`config.mk`:
```
export PLATFORM = sky130hd
export DESIGN_NAME = am_insertion
export DESIGN_NICKNAME = d
export VERILOG_FILES = /design/src/rtl/pcs_am_pkg.sv /design/src/rtl/am_bip_fold.sv /design/src/rtl/am_insertion.sv
export SDC_FILE = /design/constraint.sdc
export NUM_CORES = 1
export LEC_CHECK = 0
export BUFFER_PORTS_ARGS = -buffer_cell sky130_fd_sc_hd__clkbuf_2
export CORE_MARGIN = 3
export CORE_UTILIZATION = 30
export DETAILED_ROUTE_END_ITERATION = 8
export PLACE_DENSITY_LB_ADDON = 0.05
export SLEW_MARGIN = 20
export SYNTH_ARGS = -nofsm -noshare
export SYNTH_HDL_FRONTEND = slang
export SYNTH_HIERARCHICAL = 1
export SYNTH_SLANG_ARGS = --single-unit
export TNS_END_PERCENT = 20
```
`constraint.sdc`:
```
create_clock -name i_clock -period 2.75 [get_ports i_clock]
set_clock_uncertainty 0.15 [all_clocks]
set_input_delay 0 -clock i_clock [delete_from_list [all_inputs] [get_ports i_clock]]
set_output_delay 0 -clock i_clock [all_outputs]
set_load 0.01 [all_outputs]
```
`src/rtl/pcs_am_pkg.sv`:
```
// Shared alignment-marker definitions for the 100GbE PCS transmit and receive paths:
// sync headers, inserter state encoding, the per-lane M0..M2 table and the AM builder.
package pcs_am_pkg;

    localparam logic [1:0] SYNC_DATA = 2'b10;
    localparam logic [1:0] SYNC_CTRL = 2'b01;

    localparam logic [0:0] ST_INSERT = 1'b0;
    localparam logic [0:0] ST_PASS   = 1'b1;

    localparam int AM_LANES_MAX = 20;

    // {M0, M1, M2} per PCS lane
    localparam logic [23:0] AM_TABLE [AM_LANES_MAX] = '{
        24'hC16821, 24'h9D718E, 24'h594BE8, 24'h4D957B, 24'hF50709,
        24'hDD14C2, 24'h9A4A26, 24'h7B4566, 24'hA02476, 24'h68C9FB,
        24'hFD6C99, 24'hB99155, 24'h5CB9B2, 24'h1AF8BD, 24'h83C7CA,
        24'h3536CD, 24'hC4314C, 24'hADD6B7, 24'h5F662A, 24'hC0F0E5
    };

    // Bytes M0 M1 M2 BIP3 then their complements, above a control sync header
    function automatic logic [65:0] am_block(input logic [4:0] lane, input logic [7:0] bip);
        logic [23:0] m;
        m = AM_TABLE[lane];
        return {~bip, ~m[7:0], ~m[15:8], ~m[23:16], bip, m[7:0], m[15:8], m[23:16], SYNC_CTRL};
    endfunction

endpackage

```
`src/rtl/am_bip_fold.sv`:
```
// Folds a 66-bit block into the 8-bit BIP contribution; the sync header
// bits land on BIP bits 3 and 4.
module am_bip_fold (
    input  logic [65:0] block_i,
    output logic [7:0]  fold_o
);

    always_comb begin
        fold_o = '0;
        for (int k = 0; k < 8; k++) begin
            fold_o = fold_o ^ block_i[2 + 8*k +: 8];
        end
        fold_o[3] = fold_o[3] ^ block_i[0];
        fold_o[4] = fold_o[4] ^ block_i[1];
    end

endmodule

```
`src/rtl/am_insertion.sv`:
```
// Transmit alignment-marker inserter: round-robin lane assignment, AM group every
// N_BLOCKS blocks per lane, per-lane BIP accumulators updated from the output register.
module am_insertion
    import pcs_am_pkg::*;
#(
    parameter int N_LANES   = 20,
    parameter int N_BLOCKS  = 16383,
    parameter int NB_LANE   = $clog2(N_LANES),
    parameter int NB_PERIOD = $clog2(N_BLOCKS)
) (
    input  logic               i_clock,
    input  logic               i_reset,
    input  logic               i_enable,
    input  logic               i_valid,
    input  logic [65:0]        i_data,
    output logic               o_ready,
    output logic               o_valid,
    output logic [65:0]        o_data,
    output logic               o_am,
    output logic [NB_LANE-1:0] o_lane
);

    localparam int PW = (NB_PERIOD < 1) ? 1 : NB_PERIOD;

    logic [0:0]         state_q, state_d;
    logic [NB_LANE-1:0] lane_q, lane_d, lane_inc;
    logic [PW-1:0]      period_q, period_d;
    logic               o_valid_q, o_valid_d;
    logic               o_am_q, o_am_d;
    logic [65:0]        o_data_q, o_data_d;
    logic [NB_LANE-1:0] o_lane_q, o_lane_d;
    logic [7:0]         bip_q [N_LANES];
    logic [7:0]         fold;
    logic [7:0]         bip_cur;
    logic               lane_last, period_last, accept;

    am_bip_fold u_fold (
        .block_i (o_data_q),
        .fold_o  (fold)
    );

    assign lane_last   = (lane_q == NB_LANE'(N_LANES - 1));
    assign period_last = (period_q == PW'(N_BLOCKS - 1));
    assign lane_inc    = lane_last ? '0 : lane_q + 1'b1;
    assign o_ready     = (state_q == ST_PASS) && i_enable && !i_reset;
    assign accept      = i_valid && o_ready;

    // The block in the output register has not been folded into bip_q yet
    always_comb begin
        bip_cur = bip_q[lane_q];
        if (o_valid_q && (o_lane_q == lane_q)) begin
            bip_cur = o_am_q ? fold : (bip_q[lane_q] ^ fold);
        end
    end

    always_comb begin
        state_d   = state_q;
        lane_d    = lane_q;
        period_d  = period_q;
        o_valid_d = 1'b0;
        o_am_d    = 1'b0;
        o_data_d  = o_data_q;
        o_lane_d  = o_lane_q;
        if (state_q == ST_INSERT) begin
            o_valid_d = 1'b1;
            o_am_d    = 1'b1;
            o_data_d  = am_block(5'(lane_q), bip_cur);
            o_lane_d  = lane_q;
            lane_d    = lane_inc;
            if (lane_last) begin
                period_d = '0;
                state_d  = ST_PASS;
            end
        end else if (accept) begin
            o_valid_d = 1'b1;
            o_data_d  = i_data;
            o_lane_d  = lane_q;
            lane_d    = lane_inc;
            if (lane_last) begin
                period_d = period_q + 1'b1;
                if (period_last) begin
                    state_d = ST_INSERT;
                end
            end
        end
    end

    always_ff @(posedge i_clock) begin
        if (i_reset) begin
            state_q   <= ST_INSERT;
            lane_q    <= '0;
            period_q  <= '0;
            o_valid_q <= 1'b0;
            o_am_q    <= 1'b0;
            o_data_q  <= '0;
            o_lane_q  <= '0;
            for (int i = 0; i < N_LANES; i++) begin
                bip_q[i] <= '0;
            end
        end else if (i_enable) begin
            state_q   <= state_d;
            lane_q    <= lane_d;
            period_q  <= period_d;
            o_valid_q <= o_valid_d;
            o_am_q    <= o_am_d;
            o_data_q  <= o_data_d;
            o_lane_q  <= o_lane_d;
            // An AM restarts its lane's window; data blocks extend it
            if (o_valid_q) begin
                bip_q[o_lane_q] <= o_am_q ? fold : (bip_q[o_lane_q] ^ fold);
            end
        end
    end

    assign o_valid = o_valid_q && i_enable;
    assign o_am    = o_am_q && i_enable;
    assign o_data  = o_data_q;
    assign o_lane  = o_lane_q;

endmodule

```
==> impl_metrics.env, run 1 <==
export IMPL_status="finished with violations"
export IMPL_violations="negative setup slack"
export IMPL_maxSlewHeadroom=0.5093
export IMPL_wl_per_cell_um=26.29
export IMPL_avgSynthCellArea_sq_um=12.28
export IMPL_routed_wl_met3_um=3282
export IMPL_multiInputGateArea_sq_mm=0.008320
export IMPL_clock_path_buffers=3
export IMPL_grt_ovfl_total=0
export IMPL_holdCritStartpoint="i_data[2]"
export IMPL_r2r_cells=8
export IMPL_seq_area_frac_synth=0.5232
export IMPL_worst_pin_slew_ps=734.6
export IMPL_htree_num_levels=2
export IMPL_rrSetupSlack_ps=-190
export IMPL_p_sw_w=0.004828
export IMPL_regArea_sq_mm=0.009764
export IMPL_clk_latency_ps=600
export IMPL_crit_path_end="bip_q[5][2]$_SDFFCE_PN0P_"
export IMPL_internal_power_w=0.01154
export IMPL_fin_total_pwr_w=0.01637
export IMPL_cp_data_required_time_ps=2940
export IMPL_ys_flop_type="edfxtp_1"
export IMPL_die_area_sq_mm=0.06514
export IMPL_portBuffers=143
export IMPL_final_cell_mix="256 x edfxtp_1, 249 x nor2_1, 177 x buf_4, 142 x clkbuf_2, 124 x mux4_2"
export IMPL_vias=14150
export IMPL_setup_tns_ps=-34170
export IMPL_dr_max_layer_used="met4"
export IMPL_crit_arrival_ps=3130
export IMPL_syn_area_sq_mm=0.01864
export IMPL_pin_count=144
export IMPL_die_w_um=255.2
export IMPL_synth_edff_count=256
export IMPL_fp_dieH_um=255.2
export IMPL_reg2reg_to="bip_q[5][2]$_SDFFCE_PN0P_"
export IMPL_netSwitchingFraction=0.2950
export IMPL_wirelength_um=72070
export IMPL_pwr_share_clk=0.382
export IMPL_hold_viol=0
export IMPL_antenna_found_initial=1
export IMPL_gp_congestion=0.8436
export IMPL_cp_top_family="multiplexers"
export IMPL_ys_ff_latch=359
export IMPL_num_fill_cells=5883
export IMPL_grt_max_degree=61
export IMPL_viasPerCell=5.162
export IMPL_ys_warn_count=6
export IMPL_slew_violations=0
export IMPL_cpPeakStageDelay_ps=610
export IMPL_drv_cap=0
export IMPL_start_util=0.3059
export IMPL_synthArstFlopShare=0
export IMPL_cts_root_buf="clkbuf_16"
export IMPL_cp_depth=8
export IMPL_sequentialPowerShare=0.394
export IMPL_slowest_stage="mux4_2"
export IMPL_numCtsBuffers=46
export IMPL_syn_nets=1596
export IMPL_nNetsFinal=1953
export IMPL_crit_type="reg2reg"
export IMPL_powerDensity_mw_per_mm2=675.2
export IMPL_critPathMaxFanout=16
export IMPL_wl_met1_um=31700
export IMPL_period_minus_slack_ps=2938
export IMPL_crit_path_end_kind="flop"
export IMPL_drc_errors=0
export IMPL_power_share_combinational=0.224
export IMPL_grt_usage=0.2217
export IMPL_startpoint_type="flop"
export IMPL_crit_chain="buf_12, mux4_2, mux4_2, mux2i_1, nor2_1, xnor2_2, buf_12, nor2_1"
export IMPL_grt_pass1_vias=14480
export IMPL_clkTransAtPathRegs_ps=60
export IMPL_firstDrtPassIters=5
export IMPL_fin_crit_sh=1.068
export IMPL_rsz0062_at_grt="true"
export IMPL_final_common_cell="edfxtp_1"
export IMPL_p_leak_nw=8.832
export IMPL_cts_tree="built"
export IMPL_cts_sinks=359
export IMPL_fp_row_count=90
export IMPL_ir_drop_mv=0.4736
export IMPL_dp_hpwl_um=51530
export IMPL_finalSetupViolCount=256
export IMPL_cp_num_buf_inv=2
export IMPL_core_area_sq_mm=0.06092
export IMPL_syn2layout_area_growth_pct=30.09
export IMPL_hp_class="in2reg"
export IMPL_drive_gt1_frac=0.3222
export IMPL_drt_iter0_drc=1163
export IMPL_fin_ws_ps=-187.8
export IMPL_grt_pass1_wl_um=103600
export IMPL_max_freq_ghz=0.3404
export IMPL_drtAntennaViolNets=0
export IMPL_route_met2_wl_um=35360
export IMPL_yosys_cell_types_count=62
export IMPL_synth_cells=1518
worst min-delay path, stage by stage:
cell,delay [ps]
dlygate4sd3_1,530
clkbuf_2,100
nand2_1,50
a211oi_1,60
per-stage QoR:
| stage | hold WS [ps] | std cells | cell area (sq um) | worst slack [ps] | utilization |
|---|---|---|---|---|---|
| finish | 58.85 | 2741 | 24240 | -187.8 | 0.3979 |
| global route | 77.26 | 2740 | 24240 | -338.8 | 0.3979 |
| CTS | 21.62 | 2735 | 24080 | -194.6 | 0.3952 |
| detailed placement | 102.3 | 2569 | 21630 | -265.3 | 0.3550 |
| global placement | 102.0 | 2569 | 21630 | -288.7 | 0.3550 |
| floorplan | 3.962 | 1518 | 18640 | 79.24 | - |
what timing repair did:
action,4_1_cts,5_1_grt
resized for setup,26,31
setup endpoints to repair,271,273
gates cloned,0,0
setup buffers,9,5
endpoints found under the hold margin,111,0
pin swaps,16,9
hold buffers,72,0
state kept, by name, indices dropped and copies added, names as in the netlist, named ones only:
name	count
bip_q	256
o_data	66
period_q	14
lane_q	5
o_lane	5
o_am_q	1
o_valid_q	1
state_q	1
final cells by class:
type | count | share of cell area
Tap cell | 828 | 0.04273
Antenna cell | 1 | 0.0001032
Clock inverter | 23 | 0.01172
Timing Repair Buffer | 434 | 0.1432
Multi-Input combinational cell | 1009 | 0.3432
Sequential cell | 359 | 0.4028
Inverter | 25 | 0.004593
Clock buffer | 62 | 0.05166
synth_stat cells, types with 9 or more instances:
cell type / number / share of area
edfxtp_1: 256 / 0.41
nor2_1: 250 / 0.050
mux4_2: 124 / 0.15
nand2_1: 105 / 0.021
dfxtp_1: 103 / 0.11
a21oi_1: 93 / 0.025
clkbuf_1: 67 / 0.013
mux2i_1: 53 / 0.028
xnor2_1: 48 / 0.023
a211oi_1: 45 / 0.018
nand2b_1: 37 / 0.012
buf_4: 28 / 0.011
o21ai_0: 26 / 0.0070
nor2b_1: 22 / 0.0074
o211ai_1: 18 / 0.0073
xor2_1: 18 / 0.0085
inv_1: 16 / 0.0032
and3_1: 15 / 0.0050
buf_1: 15 / 0.0030
nand3_1: 11 / 0.0030
buf_2: 10 / 0.0027
xnor2_2: 10 / 0.0087
a31oi_1: 9 / 0.0030
nor3_1: 9 / 0.0024
cells by family (layout without fill, tap and decap cells):
kind of cell / after synthesis / in the layout / synth area share
simple gates: 485 / 485 / 0.1151
flops: 359 / 359 / 0.5232
compound gates: 253 / 253 / 0.08869
mux: 185 / 185 / 0.1872
buf+inv: 150 / 544 / 0.03834
xor+xnor: 78 / 78 / 0.04216
fa+ha+maj: 8 / 8 / 0.005372
other cells: 0 / 1 / 0
per-layer routing:
metal	up-vias	GRT usage
met1	7227	0.3049
met5	-	0
met3	99	0.02825
met2	422	0.3725
li1	6401	-
met4	0	0.05620
worst min-delay path by stage:
stage,end,slack [ps],cells past startpoint
2_1_floorplan,o_data[57]$_SDFFE_PP0P_,4,2
3_3_place_gp,o_data[2]$_SDFFE_PP0P_,100,3
3_5_place_dp,o_data[2]$_SDFFE_PP0P_,100,3
4_1_cts,o_data[2]$_SDFFE_PP0P_,20,4
5_1_grt,o_data[2]$_SDFFE_PP0P_,80,4
6_report,o_data[2]$_SDFFE_PP0P_,60,4
power groups by stage:
stage	combinational, W	sequential [W]	clock (W)
after floorplan	0.00191	0.00652	0
after global placement	0.00344	0.00656	0
after detailed placement	0.00345	0.00656	0
after CTS	0.00361	0.00644	0.00640
after global routing	0.00392	0.00646	0.00660
final	0.00367	0.00644	0.00626
Note: power is estimated with default switching activity, not from simulation.
==> run 2, diff against run 1 <==
==> constraint.sdc (replaced) <==
create_clock -name i_clock -period 2.75 [get_ports i_clock]
set_clock_uncertainty 0.15 [all_clocks]
set_input_delay 0.1375 -clock i_clock [delete_from_list [all_inputs] [get_ports i_clock]]
set_output_delay 0.1375 -clock i_clock [all_outputs]
set_load 0.01 [all_outputs]
==> impl_metrics.env, run 2 (synthesis results as in run 1) <==
export IMPL_status="finished with violations"
export IMPL_violations="negative setup slack"
export IMPL_num_antenna_cells=0
export IMPL_cp_data_required_time_ps=2910
export IMPL_crit_type="reg2reg"
export IMPL_portBuffers=143
export IMPL_fin_util=0.3959
export IMPL_crit_chain="buf_12, clkbuf_16, mux4_2, mux4_2, mux2i_1, nor2_1, xnor2_2, buf_4, inv_4"
export IMPL_gp_congestion=0.8546
export IMPL_antenna_found_initial=0
export IMPL_pin_count=144
export IMPL_drc_errors=0
export IMPL_grt_max_degree=64
export IMPL_cts_tree="built"
export IMPL_worst_pin_slew_ps=743.4
export IMPL_ir_drop_mv=0.4103
export IMPL_vias=14140
export IMPL_startpoint_type="flop"
export IMPL_rsz0062_at_grt="true"
export IMPL_cpPeakStageDelay_ps=520
export IMPL_place_ws_ps=-495.7
export IMPL_wirelength_um=71680
export IMPL_clock_path_buffers=3
export IMPL_slew_violations=0
export IMPL_crit_path_end_kind="flop"
export IMPL_fin_crit_sh=1.076
export IMPL_wl_per_cell_um=26.37
export IMPL_drtAntennaViolNets=0
export IMPL_maxSlewHeadroom=0.5044
export IMPL_start_util=0.3059
export IMPL_hold_viol=0
export IMPL_max_freq_ghz=0.3380
export IMPL_fin_total_pwr_w=0.01643
export IMPL_grt_ovfl_total=0
export IMPL_p_leak_nw=8.754
export IMPL_fp_row_count=90
export IMPL_numCtsBuffers=45
export IMPL_finalSetupViolCount=261
export IMPL_crit_arrival_ps=3120
export IMPL_drt_iter0_drc=1007
export IMPL_syn2layout_area_growth_pct=29.42
export IMPL_powerDensity_mw_per_mm2=681.2
export IMPL_fp_dieH_um=255.2
export IMPL_die_area_sq_mm=0.06514
export IMPL_drv_cap=0
export IMPL_cts_root_buf="clkbuf_16"
export IMPL_cts_sinks=359
export IMPL_dp_hpwl_um=51510
export IMPL_nNetsFinal=1932
export IMPL_grt_usage=0.2203
export IMPL_firstDrtPassIters=5
export IMPL_hp_class="in2reg"
export IMPL_final_common_cell="edfxtp_1"
export IMPL_drive_gt1_frac=0.3222
export IMPL_setup_tns_ps=-36380
export IMPL_htree_num_levels=2
export IMPL_final_cell_mix="256 x edfxtp_1, 248 x nor2_1, 164 x buf_4, 142 x clkbuf_2, 124 x mux4_2"
export IMPL_grt_pass1_vias=14680
export IMPL_top_register="bip_q"
export IMPL_period_minus_slack_ps=2958
export IMPL_fin_ws_ps=-208.4
export IMPL_largest_reg_flops=256
export IMPL_die_w_um=255.2
export IMPL_clkTransAtPathRegs_ps=60
export IMPL_grt_pass1_wl_um=102500
export IMPL_clk_latency_ps=590
export IMPL_critPathMaxFanout=12
export IMPL_cpMostUsedCell="mux4_2"
export IMPL_core_area_sq_mm=0.06092
export IMPL_viasPerCell=5.203
export IMPL_slowest_stage="mux4_2"
==> run 2: metal layers <==
layer  part of all wire  wire length (um)  global-route usage
met2               0.47             33900              0.3520
met5                  0                 0                   0
met1               0.44             31380              0.2981
met4              0.041              2960             0.09155
met3              0.048              3437             0.03750
==> run 2: what timing repair did <==
action                                 in CTS  in global routing
buffers inserted                            3                  3
gates cloned                                0                  2
setup endpoints to repair                 267                274
pin swaps                                  14                 14
endpoints found under the hold margin      91                  0
hold buffers                               69                  0
resized for setup                          28                 32
==> run 2: final timing paths <==
check | depth (start not counted) | startpoint | to | slack [ps]
worst max-delay path | 9 | flop | bip_q[22][7]$_DFFE_PP_ | -210
worst min-delay path | 4 | i_data[2] | o_data[2]$_SDFFE_PP0P_ | 210
worst max register to register | 9 | flop | bip_q[22][7]$_DFFE_PP_ | -210
worst min register to register | 2 | o_data[20]$_SDFFE_PP0P_ | o_data[20]$_SDFFE_PP0P_ | 330
==> run 2: layout make-up <==
type	instances	area, sq um
clock buffers	54	1252
clock inverters	29	282.8
fillers	5894	36800
inverters	25	123.9
multi-input cells	1009	8332
flip-flops and latches	359	9766
well taps	828	1036
repair buffers	414	3326
==> run 2: where the power goes <==
part	switching [W]	total (W)	internal [W]
clock network	0.00248	0.00620	0.00372
registers	0.000173	0.00645	0.00628
logic	0.00220	0.00378	0.00158
total	0.00486	0.0164	0.0116
==> run 2: per-stage QoR <==
step	cell area [sq um]	hold slack, ps	cells
6_report	24120	212.9	2718
5_1_grt	24120	223.1	2718
4_1_cts	23930	176.1	2714
3_5_place_dp	21560	241.9	2559
3_3_place_gp	21560	233.5	2559
2_1_floorplan	18640	141.5	1518
==> run 2: worst max-delay path, delay by kind of cell (launching register included) <==
kind	cells	cell delay [ps]
multiplexers	3	1190
AND/OR/NAND/NOR	1	90
XOR/XNOR	1	240
flip-flops	1	450
buffers and inverters	4	580
